### src/rtl/sega_pad_responder_if.sv
// Signal bundle between a DB9 host reader (master) and the emulated pad (slave).
// Every line is level-based; the pad has no valid/ready handshake to speak of.
interface sega_pad_responder_if;
    logic        select_i;
    logic [11:0] buttons_i;
    logic        six_button_en_i;
    logic [5:0]  pad_o;
    logic [2:0]  phase_o;

    modport master (
        output select_i,
        output buttons_i,
        output six_button_en_i,
        input  pad_o,
        input  phase_o
    );

    modport slave (
        input  select_i,
        input  buttons_i,
        input  six_button_en_i,
        output pad_o,
        output phase_o
    );
endinterface

### src/rtl/sega_pad_responder.sv
// Device end of a Mega Drive / Master System DB9 joypad: follows select toggles
// through the 3/6-button phase sequence and drives the multiplexed return lines.
module sega_pad_responder #(
    parameter int unsigned TIMEOUT_CYCLES = 72000
) (
    input  logic                 clk_i,
    input  logic                 res_n_i,
    sega_pad_responder_if.slave  bus
);
    localparam int unsigned      CNT_W    = $clog2(TIMEOUT_CYCLES);
    localparam logic [CNT_W-1:0] CNT_LAST = CNT_W'(TIMEOUT_CYCLES - 1);
    localparam logic [CNT_W-1:0] CNT_MAX  = '1;

    typedef enum logic [2:0] {
        PH_0 = 3'd0,
        PH_1 = 3'd1,
        PH_2 = 3'd2,
        PH_3 = 3'd3,
        PH_4 = 3'd4,
        PH_5 = 3'd5,
        PH_6 = 3'd6,
        PH_7 = 3'd7
    } phase_e;

    logic [1:0]       sync_q;
    logic             sel_s;
    logic             sel_d_q;
    logic             edge_ev;
    logic             expire;
    phase_e           phase_q;
    phase_e           phase_d;
    logic [2:0]       phase_inc;
    logic [CNT_W-1:0] tmo_q;
    logic [CNT_W-1:0] tmo_d;
    logic [5:0]       pad_q;
    logic [5:0]       pad_d;

    logic btn_u, btn_d, btn_l, btn_r, btn_b, btn_c, btn_a, btn_start;
    logic btn_z, btn_y, btn_x, btn_mode;

    assign btn_u     = bus.buttons_i[0];
    assign btn_d     = bus.buttons_i[1];
    assign btn_l     = bus.buttons_i[2];
    assign btn_r     = bus.buttons_i[3];
    assign btn_b     = bus.buttons_i[4];
    assign btn_c     = bus.buttons_i[5];
    assign btn_a     = bus.buttons_i[6];
    assign btn_start = bus.buttons_i[7];
    assign btn_z     = bus.buttons_i[8];
    assign btn_y     = bus.buttons_i[9];
    assign btn_x     = bus.buttons_i[10];
    assign btn_mode  = bus.buttons_i[11];

    // Select idles high, so all three copies reset high; a low select at
    // release then shows up as an ordinary falling edge.
    always_ff @(posedge clk_i or negedge res_n_i) begin
        if (!res_n_i) begin
            sync_q  <= 2'b11;
            sel_d_q <= 1'b1;
        end else begin
            sync_q  <= {sync_q[0], bus.select_i};
            sel_d_q <= sel_s;
        end
    end

    assign sel_s     = sync_q[1];
    assign edge_ev   = sel_s ^ sel_d_q;
    assign expire    = (tmo_q == CNT_LAST) && !edge_ev;
    assign phase_inc = phase_q + 3'd1;

    always_ff @(posedge clk_i or negedge res_n_i) begin
        if (!res_n_i) begin
            phase_q <= PH_0;
            tmo_q   <= '0;
            pad_q   <= 6'b111111;
        end else begin
            phase_q <= phase_d;
            tmo_q   <= tmo_d;
            pad_q   <= pad_d;
        end
    end

    // An edge on the expiry cycle takes priority, so a host polling exactly
    // at the timeout still advances rather than being thrown back.
    always_comb begin
        phase_d = phase_q;
        tmo_d   = tmo_q;
        if (edge_ev) begin
            phase_d = phase_e'(phase_inc);
            tmo_d   = '0;
        end else if (expire) begin
            phase_d = sel_s ? PH_0 : PH_1;
            tmo_d   = '0;
        end else if (tmo_q != CNT_MAX) begin
            tmo_d   = tmo_q + CNT_W'(1);
        end
    end

    // Lines are {p9, p6, right, left, down, up}, low when pressed.
    always_comb begin
        pad_d = ~{btn_c, btn_b, btn_r, btn_l, btn_d, btn_u};
        unique case (phase_q)
            PH_1, PH_3: begin
                pad_d = {~btn_start, ~btn_a, 2'b00, ~btn_d, ~btn_u};
            end
            PH_5: begin
                if (bus.six_button_en_i) begin
                    pad_d = {~btn_start, ~btn_a, 4'b0000};
                end else begin
                    pad_d = {~btn_start, ~btn_a, 2'b00, ~btn_d, ~btn_u};
                end
            end
            PH_6: begin
                if (bus.six_button_en_i) begin
                    pad_d = ~{btn_c, btn_b, btn_mode, btn_x, btn_y, btn_z};
                end
            end
            PH_7: begin
                if (bus.six_button_en_i) begin
                    pad_d = {~btn_start, ~btn_a, 4'b1111};
                end else begin
                    pad_d = {~btn_start, ~btn_a, 2'b00, ~btn_d, ~btn_u};
                end
            end
            default: begin
                pad_d = ~{btn_c, btn_b, btn_r, btn_l, btn_d, btn_u};
            end
        endcase
    end

    assign bus.pad_o   = pad_q;
    assign bus.phase_o = phase_q;
endmodule

### src/flat_wrapper.sv
// flat-port wrapper written by rule: the top's interface ports become plain ports
module sega_pad_responder_flat 
#(
    parameter int unsigned TIMEOUT_CYCLES = 72000
)
  (clk_i, res_n_i, bus_select_i, bus_buttons_i, bus_six_button_en_i, bus_pad_o, bus_phase_o);
  sega_pad_responder_if bus_i ();
  input  logic clk_i;
  input  logic res_n_i;
  input wire logic [$bits(bus_i.select_i)-1:0] bus_select_i;
  input wire logic [$bits(bus_i.buttons_i)-1:0] bus_buttons_i;
  input wire logic [$bits(bus_i.six_button_en_i)-1:0] bus_six_button_en_i;
  output wire logic [$bits(bus_i.pad_o)-1:0] bus_pad_o;
  output wire logic [$bits(bus_i.phase_o)-1:0] bus_phase_o;
  assign bus_i.select_i = bus_select_i;
  assign bus_i.buttons_i = bus_buttons_i;
  assign bus_i.six_button_en_i = bus_six_button_en_i;
  assign bus_pad_o = bus_i.pad_o;
  assign bus_phase_o = bus_i.phase_o;
  sega_pad_responder #(.TIMEOUT_CYCLES(TIMEOUT_CYCLES)) u_core (.clk_i(clk_i), .res_n_i(res_n_i), .bus(bus_i));
endmodule
### config.mk
export PLATFORM = sky130hd
export DESIGN_NAME = sega_pad_responder_flat
export DESIGN_NICKNAME = d
export VERILOG_FILES = /design/src/rtl/sega_pad_responder_if.sv /design/src/rtl/sega_pad_responder.sv /design/src/flat_wrapper.sv
export SDC_FILE = /design/constraint.sdc
export NUM_CORES = 1
export LEC_CHECK = 0
export CORE_MARGIN = 10
export CORE_UTILIZATION = 52
export CTS_CLUSTER_DIAMETER = 40
export DETAILED_ROUTE_END_ITERATION = 10
export PLACE_DENSITY_LB_ADDON = 0.15
export SETUP_SLACK_MARGIN = 0.4
export SYNTH_ARGS = -nofsm -noshare
export SYNTH_HDL_FRONTEND = slang
export SYNTH_SLANG_ARGS = --single-unit
### constraint.sdc
create_clock -name clk_i -period 2.7 [get_ports clk_i]
set_input_delay 0.54 -clock clk_i [delete_from_list [all_inputs] [get_ports clk_i]]
set_output_delay 0.54 -clock clk_i [all_outputs]
set_load 0.01 [all_outputs]
* Word level (Yosys, flattened, before mapping)
Index checks and enable logic that the tools add are counted.
** Word-level totals
- Register bits :: 29
- Bits of input ports :: 16
- Output and inout bits :: 9
- Word-level logic and storage cells :: 36
** Operators by class
- Add/sub/neg operators :: 2
- Eq/ne operators :: 7
- Muxes and demuxes :: 10
- Bitwise operators :: 7
- Reduce and logical (&&, ||, !) cells :: 5
** Operators by type and width (number)
- $mux W17 :: 3
- $pmux W6 S4 :: 1
- $add A17 B1 Y17 const B :: 1
- $eq A17 B17 Y1 const B :: 1
- $ne A17 B17 Y1 const B :: 1
- $not A6 Y6 :: 2
- $eq A3 B3 Y1 const B :: 3
- $mux W3 :: 2
- $mux W6 :: 1
- $mux W4 :: 1
- $not A1 Y1 :: 4
- $add A3 B1 Y3 const B :: 1
- $eq A3 B1 Y1 const B :: 1
- $eq A3 B2 Y1 const B :: 1
- $reduce_bool A3 Y1 :: 1
- $mux W2 :: 1
- $reduce_bool A2 Y1 :: 1
- $reduce_or A2 Y1 :: 1
- $logic_and A1 B1 Y1 :: 1
- $logic_not A1 Y1 :: 1
- $mux W1 :: 1
- $xor A1 B1 Y1 :: 1

* Depth between registers and ports, before layout
Gate-level depths: netlist of run 1.
- Depth after elaboration :: 5
- Gate-level depth with buffers :: 10
- Mapped depth without buffers :: 9

* Least setup slack after synthesis of run 1
Ideal clock, no wire load.
- Path type :: reg2reg
- Start point :: register u_core.tmo_q[3]
- End point :: register u_core.tmo_q[13]
- Library setup time :: 0.119 ns
- Data arrival time :: 2.196 ns
- Required time :: 2.581 ns
- Slack :: 0.385 ns
- Cell stages (with the launch flop) :: 11
- Path buffers :: 2
- Clock period less this slack :: 2.315 ns
- Cells stage by stage :: dfrtp_1 > nand3_1 > clkbuf_1 > nor2_1 > and4_1 > ha_1 > clkbuf_1 > nand4b_1 > nor4_1 > xnor2_1 > nor2_1
** On the way
- Longest elaborated chain between the ends :: 4
- Elaborated cells between the ends (all ways) :: 8
- Classes of those cells :: 1 x add/sub; 2 x eq/ne; 3 x mux; 2 x reduce/logical
** Ends and longest elaborated chain
- from (decl) :: RTL line sega_pad_responder.sv:33 : logic [CNT_W-1:0] tmo_q;
- from (signal assigned) :: RTL line sega_pad_responder.sv:78 : tmo_q <= tmo_d;
- $add A17 B1 Y17 / $eq A17 B17 Y1 (equally long branches) :: RTL line sega_pad_responder.sv:95, sega_pad_responder.sv:68
- $mux W17 / $logic_and A1 B1 Y1 (equally long branches) :: RTL line sega_pad_responder.sv:94, sega_pad_responder.sv:68
- $mux W17 :: RTL line sega_pad_responder.sv:91 : end else if (expire) begin
- $mux W17 :: RTL line sega_pad_responder.sv:88 : if (edge_ev) begin
Several ways; a longest one is shown, not always the timed one. The select of a mux whose other input is x is not followed.
A chain may end at the register's enable or synchronous reset.

* Final worst setup path of run 1
- Start point :: register u_core.tmo_q[9]
- End point :: register u_core.tmo_q[14]
The elaborated chain is that of the path after synthesis.

==> metrics, run 1 <==
placed insts=203; Tmin final=2.19 ns; Hold Crit Class=flip-flop to flip-flop; launching point of the worst reg2reg path=u_core.tmo_q[9]; Synth Area in Adders=5.81%; Reg clk slew, reported paths=0.09 ns; gr usage total=12.4%; first-pass GRT wire length=5460 um; dpl ws=0.362 ns; Crit path largest cell delay=0.49 ns; CP max stage cell=or4_1; RSZ-0062 raised after global routing=no; Area Overhead vs Synth=24.2%; Hold Vio Cnt, Final=0; Ant. Diodes=0; Hold WS=0.360 ns; leading area contributor after synthesis=dfrtp_1; synthesized area per cell=10.1 um2; pin count of the biggest net entering global routing=30; H-tree Lvls=2; Max Clock Skew=0.0100 ns; Num CTS Buffers=5; post-route setup TNS=0 ns; CP Capture Type=flip-flop; Leak=0.728 nW; TritonCTS clock tree=yes; Die W=73.8 um; reg2reg setup slack=0.51 ns; Power, Total=1.18 mW; CP startpoint=u_core.tmo_q[9]; clk buf depth=2; Core ar.=2760 um2; mux contribution to synthesized area=1.33%; Worst-Skew Late Latency=0.32 ns; root buffer cell=clkbuf_4; Fill cells=221; routed vias=1,199; top cell type's share of synthesized area=33.2%; Gate Count Post-Synth=149; DP HPWL=2280 um; DRC Markers=0; drt pass-1 iters=4; largest family of logic cells by synthesized area=simple AND/OR/NAND/NOR gates; Hold Buf Count CTS=0; RR Endpoint=u_core.tmo_q[14]; Die Y=73.8 um; CP Data Required Time=2.91 ns; post-route design area=1870 um2; distinct cell type count after synthesis=34; Post-Place Cell Area=1780 um2; count of final setup violators=0; Compound-Gate Fraction of Synth Area=8.80%; initial core utilization=54.7%; CP Capture Point=u_core.tmo_q[14]; Ports=25; max-cap violations=0; total gr overflow=0; global placer's final weighted congestion=0.903; initial antenna violation count=0; # rows=19; Synth Cell Area=1510 um2; cell count along the critical path=5; Simple-Gate Fraction of Synth Area=22.2%; top cells by area, synth=dfrtp_1 (33%), dfstp_2 (16%), xnor2_1 (7.6%), nor2_1 (6.5%), ha_1 (5.8%); Synth Register Bits=29; Crit path buffers/inverters=1; Top delay family on crit path=simple AND/OR/NAND/NOR gates; relative slew slack=67.6%; # port buffers=24; measured slew at the worst slew-check pin=0.486 ns; number of clock sinks=29; drt via density=5.66; drt initial violations=94; P per Cell Area=628 nW/um2; status=completed; crit share post-route=81.0%; crit path max fanout=11; critical path, cell by cell=or4_1 -> or3_4 -> o31ai_4 -> buf_4 -> nor2_1; critical path class=flip-flop to flip-flop; Yosys warnings=0; Nets=203; fin. max-slew vios=0; Cell Count, Final, Fillers Out=212; Critical Path AT=2.40 ns; Worst R2R Path Depth=5; Synthesized Nets=172; VDD IR-drop max=0.000546 V; routed wire length=3300 um; Antenna Nets Post-Route=0; Fmax=457 MHz; Final Core Density=67.9%; wire per inst=15.6 um; vias in the first global route=1,191; fraction of layout instances using a drive strength above 1=14.9%; Final WS setup=0.513 ns; sequential share of the synthesized area=48.9%; DIE AREA=5450 um2; post-synthesis xor/xnor area fraction=9.29%; Startpoint Class=flip-flop
per-layer routing:
layer / track usage (%) / share of wire [%] / wire [um] / up-vias
met5: 0 / 0 / 0 / -
met4: 4.55 / 0.70 / 23 / 0
met3: 4.44 / 7.5 / 249 / 2
met2: 19.6 / 48 / 1600 / 44
met1: 15.2 / 43 / 1430 / 569
li1: - / - / - / 584
synthesized netlist by cell type (all sizes together):
master / n
o211ai: 1
a221oi: 1
and3: 1
nor3b: 1
clkbuf: 2
mux2i: 2
buf: 2
or4b: 1
xor2: 3
nor4bb: 1
o22ai: 4
xnor2: 13
ha: 7
nand4: 4
dfstp: 9
or4: 1
or2: 1
or3: 1
nor4: 6
a21oi: 3
nand3b: 2
nor3: 4
o221ai: 2
nand2: 7
o31ai: 2
and4: 1
inv: 7
nand3: 6
o21ai: 6
nor2: 26
nand4b: 1
nor2b: 1
dfrtp: 20
worst min path at each step:
stage,end,cells past startpoint,startpoint,slack (ns)
floorplan,u_core.bus.phase_o[0],0,res_n_i,0.24
global placement,u_core.sync_q[1],0,u_core.sync_q[0],0.35
detailed placement,u_core.sync_q[1],0,u_core.sync_q[0],0.35
CTS,u_core.sync_q[1],0,u_core.sync_q[0],0.36
global route,u_core.sync_q[1],0,u_core.sync_q[0],0.37
finish,u_core.sync_q[1],0,u_core.sync_q[0],0.36
cells by family (layout without fill, tap and decap cells):
family / count (synthesis) / in the layout
xor gates and xnor gates: 16 / 16
muxes: 2 / 2
adders and majority gates: 7 / 7
DFF: 29 / 29
and+or+nand+nor: 65 / 65
buffers and inverters: 11 / 43
AOI/OAI and AO/OA: 19 / 19
sequential cells by signal (all words and copies together) (netlist names):
register / cells
u_core.sync_q: 2
u_core.sel_d_q: 1
u_core.bus.phase_o: 3
u_core.tmo_q: 17
u_core.bus.pad_o: 6
power breakdown:
group,internal (mW),total (mW),switching [mW]
Combinational,0.178,0.338,0.160
Sequential,0.521,0.566,0.0445
Clock,0.128,0.273,0.145
Total,0.828,1.18,0.349
timing repair:
action | in CTS | in global routing
resized for setup | 0 | 5
buffers inserted | 1 | 0
setup endpoints to repair | 2 | 6
cloned | 0 | 0
cells in the final DEF (no fill, tap or decap), types with 2 or more instances in the layout:
master / instances
a21oi_1: 3
buf_4: 4
clkbuf_1: 2
clkbuf_4: 5
clkdlybuf4s50_1: 24
dfrtp_1: 20
dfstp_2: 9
ha_1: 6
inv_1: 7
mux2i_1: 2
nand2_1: 7
nand3_1: 6
nand3b_1: 2
nand4_1: 4
nor2_1: 26
nor3_1: 4
nor4_1: 2
nor4_2: 4
o21ai_0: 6
o221ai_1: 2
o22ai_1: 4
xnor2_1: 13
xor2_1: 3
final cells by class:
cell class,instances,area [um2],share of cell area [%]
clock buffers,8,58.8,3.14
flip-flops and latches,29,737,39.3
multi-input cells,109,742,39.6
inverters,7,26.3,1.40
repair buffers,28,270,14.4
well taps,31,38.8,2.07
Note: power is estimated with default switching activity, not from simulation.
==> run 2: changes to the inputs <==
CORE_UTILIZATION = 47   (was 52)
clock period = 1.8 ns   (was 2.7 ns; I/O delays follow)
==> run 2 against run 1 <==
The flow now finishes with violations (negative setup slack). Clock skew is 0.0036 ns lower. Sequential cell count stayed put. Non-clock buffer count is 29 higher. First-iteration DRC count is 32% higher. Critical path type unchanged. Critical endpoint is now u_core.bus.phase_o[0].
==> metrics, run 2 (synthesized netlist as in run 1, its figures left out) <==
number of clock sinks=29; most frequent cells in the layout=buf_4 (27), nor2_1 (25), dfrtp_1 (19); initial antenna violation count=0; Power, Total=1.90 mW; total gr overflow=0; Die Y=76.6 um; failing checks=negative setup slack; clk buf depth=2; DP HPWL=2750 um; post-route design area=2270 um2; Num CTS Buffers=5; routed vias=1,343; Fmax=512 MHz; Startpoint Class=flip-flop; fin. max-slew vios=0; Tmin final=1.95 ns; status=finished, violations left; relative slew slack=67.1%; gr usage total=13.9%; Comb pwr share=35.7%; VDD IR-drop max=0.000558 V; Die W=76.6 um; # port buffers=24; Antenna Nets Post-Route=0; Reg clk slew, reported paths=0.10 ns; pin count of the biggest net entering global routing=30; P per Cell Area=839 nW/um2; Hold Crit Class=flip-flop to flip-flop; measured slew at the worst slew-check pin=0.490 ns; Core ar.=3050 um2; root buffer cell=clkbuf_4; drt via density=5.29; # rows=20; wire per inst=15.7 um; Fill cells=209; DIE AREA=5870 um2; Worst-Skew Late Latency=0.34 ns; Final Core Density=74.3%; Area Overhead vs Synth=50.5%; Ant. Diodes=0; fraction of layout instances using a drive strength above 1=40.5%; footprint of the multi-input gates=916 um2; Ports=25; DRC Markers=0; Critical Path AT=2.23 ns; Biggest register=u_core.tmo_q; max-cap violations=0; P_int=1.27 mW; initial core utilization=49.4%; Flop pwr share=44.0%; drt initial violations=124; Sequential Area=738 um2; Clk pwr share=20.3%; critical path class=flip-flop to flip-flop; commonest non-fill, non-tap cell in the layout=buf_4; RSZ-0062 raised after global routing=yes; crit path max fanout=3; Nets=232; count of final setup violators=20; sw frac=33.2%; Post-Place Cell Area=2010 um2; Hold Vio Cnt, Final=0; max reg flops=17; H-tree Lvls=2; first-pass GRT wire length=6670 um; vias in the first global route=1,401; drt pass-1 iters=4; Leak=1.02 nW; Max Clock Skew=0.00649 ns; global placer's final weighted congestion=0.892; TritonCTS clock tree=yes; net switching power=0.632 mW; Final WS setup=-0.153 ns; CP Data Required Time=2.08 ns; routed wire length=3990 um; crit share post-route=109%; CP Capture Type=flip-flop
==> run 2: cell count changes in the layout (fill, tap and decap cells not counted), sizes merged <==
cell,change
clkbuf,-2
clkdlybuf4s50,-9
buf,+36
clkdlybuf4s15,+2
clkinv,+2
==> run 2: worst max-delay path: stages, from the launching register on <==
cell and delay [ns]:
dfrtp_1 0.43, or4_1 0.52, or3_4 0.36, or4b_1 0.48
nand3_1 0.09
==> run 2: final timing paths <==
check                                  from                    end  slack [ns]  depth (start not counted)
min in group asynchronous           res_n_i       u_core.tmo_q[12]        0.41                          2
max in group asynchronous           res_n_i         u_core.sel_d_q        1.08                          2
min reg2reg                u_core.sync_q[0]       u_core.sync_q[1]        0.37                          0
max                        u_core.tmo_q[13]  u_core.bus.phase_o[0]       -0.15                          4
min                        u_core.sync_q[0]       u_core.sync_q[1]        0.37                          0
max reg2reg                u_core.tmo_q[13]  u_core.bus.phase_o[0]       -0.15                          4
==> run 2: final cells by class <==
type | instances | area share, %
Clock buffer | 6 | 1.82
Clock inverter | 2 | 0.441
Sequential cell | 29 | 32.5
Timing Repair Buffer | 57 | 21.2
Multi-Input combinational cell | 109 | 40.4
Inverter | 7 | 1.16
Tap cell | 44 | 2.43
==> run 2: per-layer routing <==
metal | share of wire, % | routed length (um) | track usage (%)
met5 | 0 | 0 | 0
met4 | 1.9 | 76 | 5.39
met3 | 4.5 | 178 | 4.36
met2 | 48 | 1930 | 22.9
met1 | 45 | 1800 | 16.4
==> run 2: power by group through the flow <==
stage / registers [mW] / clock network, mW / logic (mW)
global route: 0.847 / 0.425 / 0.737
detailed placement: 0.866 / 0 / 0.559
finish: 0.837 / 0.386 / 0.680
CTS: 0.833 / 0.392 / 0.646
global placement: 0.853 / 0 / 0.537
floorplan: 0.898 / 0 / 0.222
==> run 2: repair_timing <==
| action | CTS | global route |
|---|---|---|
| setup endpoints to repair | 35 | 29 |
| pin swaps | 15 | 7 |
| gates resized for setup | 60 | 6 |
| hold buffers | 0 | 0 |
| buffers inserted | 7 | 1 |
| cloned | 1 | 0 |
==> run 2: stage by stage <==
stage / cells / setup TNS (ns) / setup slack [ns] / hold slack (ns)
5_1_grt: 254 / -3.58 / -0.220 / 0.370
3_5_place_dp: 237 / -1.95 / -0.162 / 0.350
4_1_cts: 253 / -2.00 / -0.168 / 0.367
2_1_floorplan: 149 / -2.94 / -0.363 / 0.0644
6_report: 254 / -2.20 / -0.153 / 0.369
3_3_place_gp: 237 / -1.17 / -0.108 / 0.350
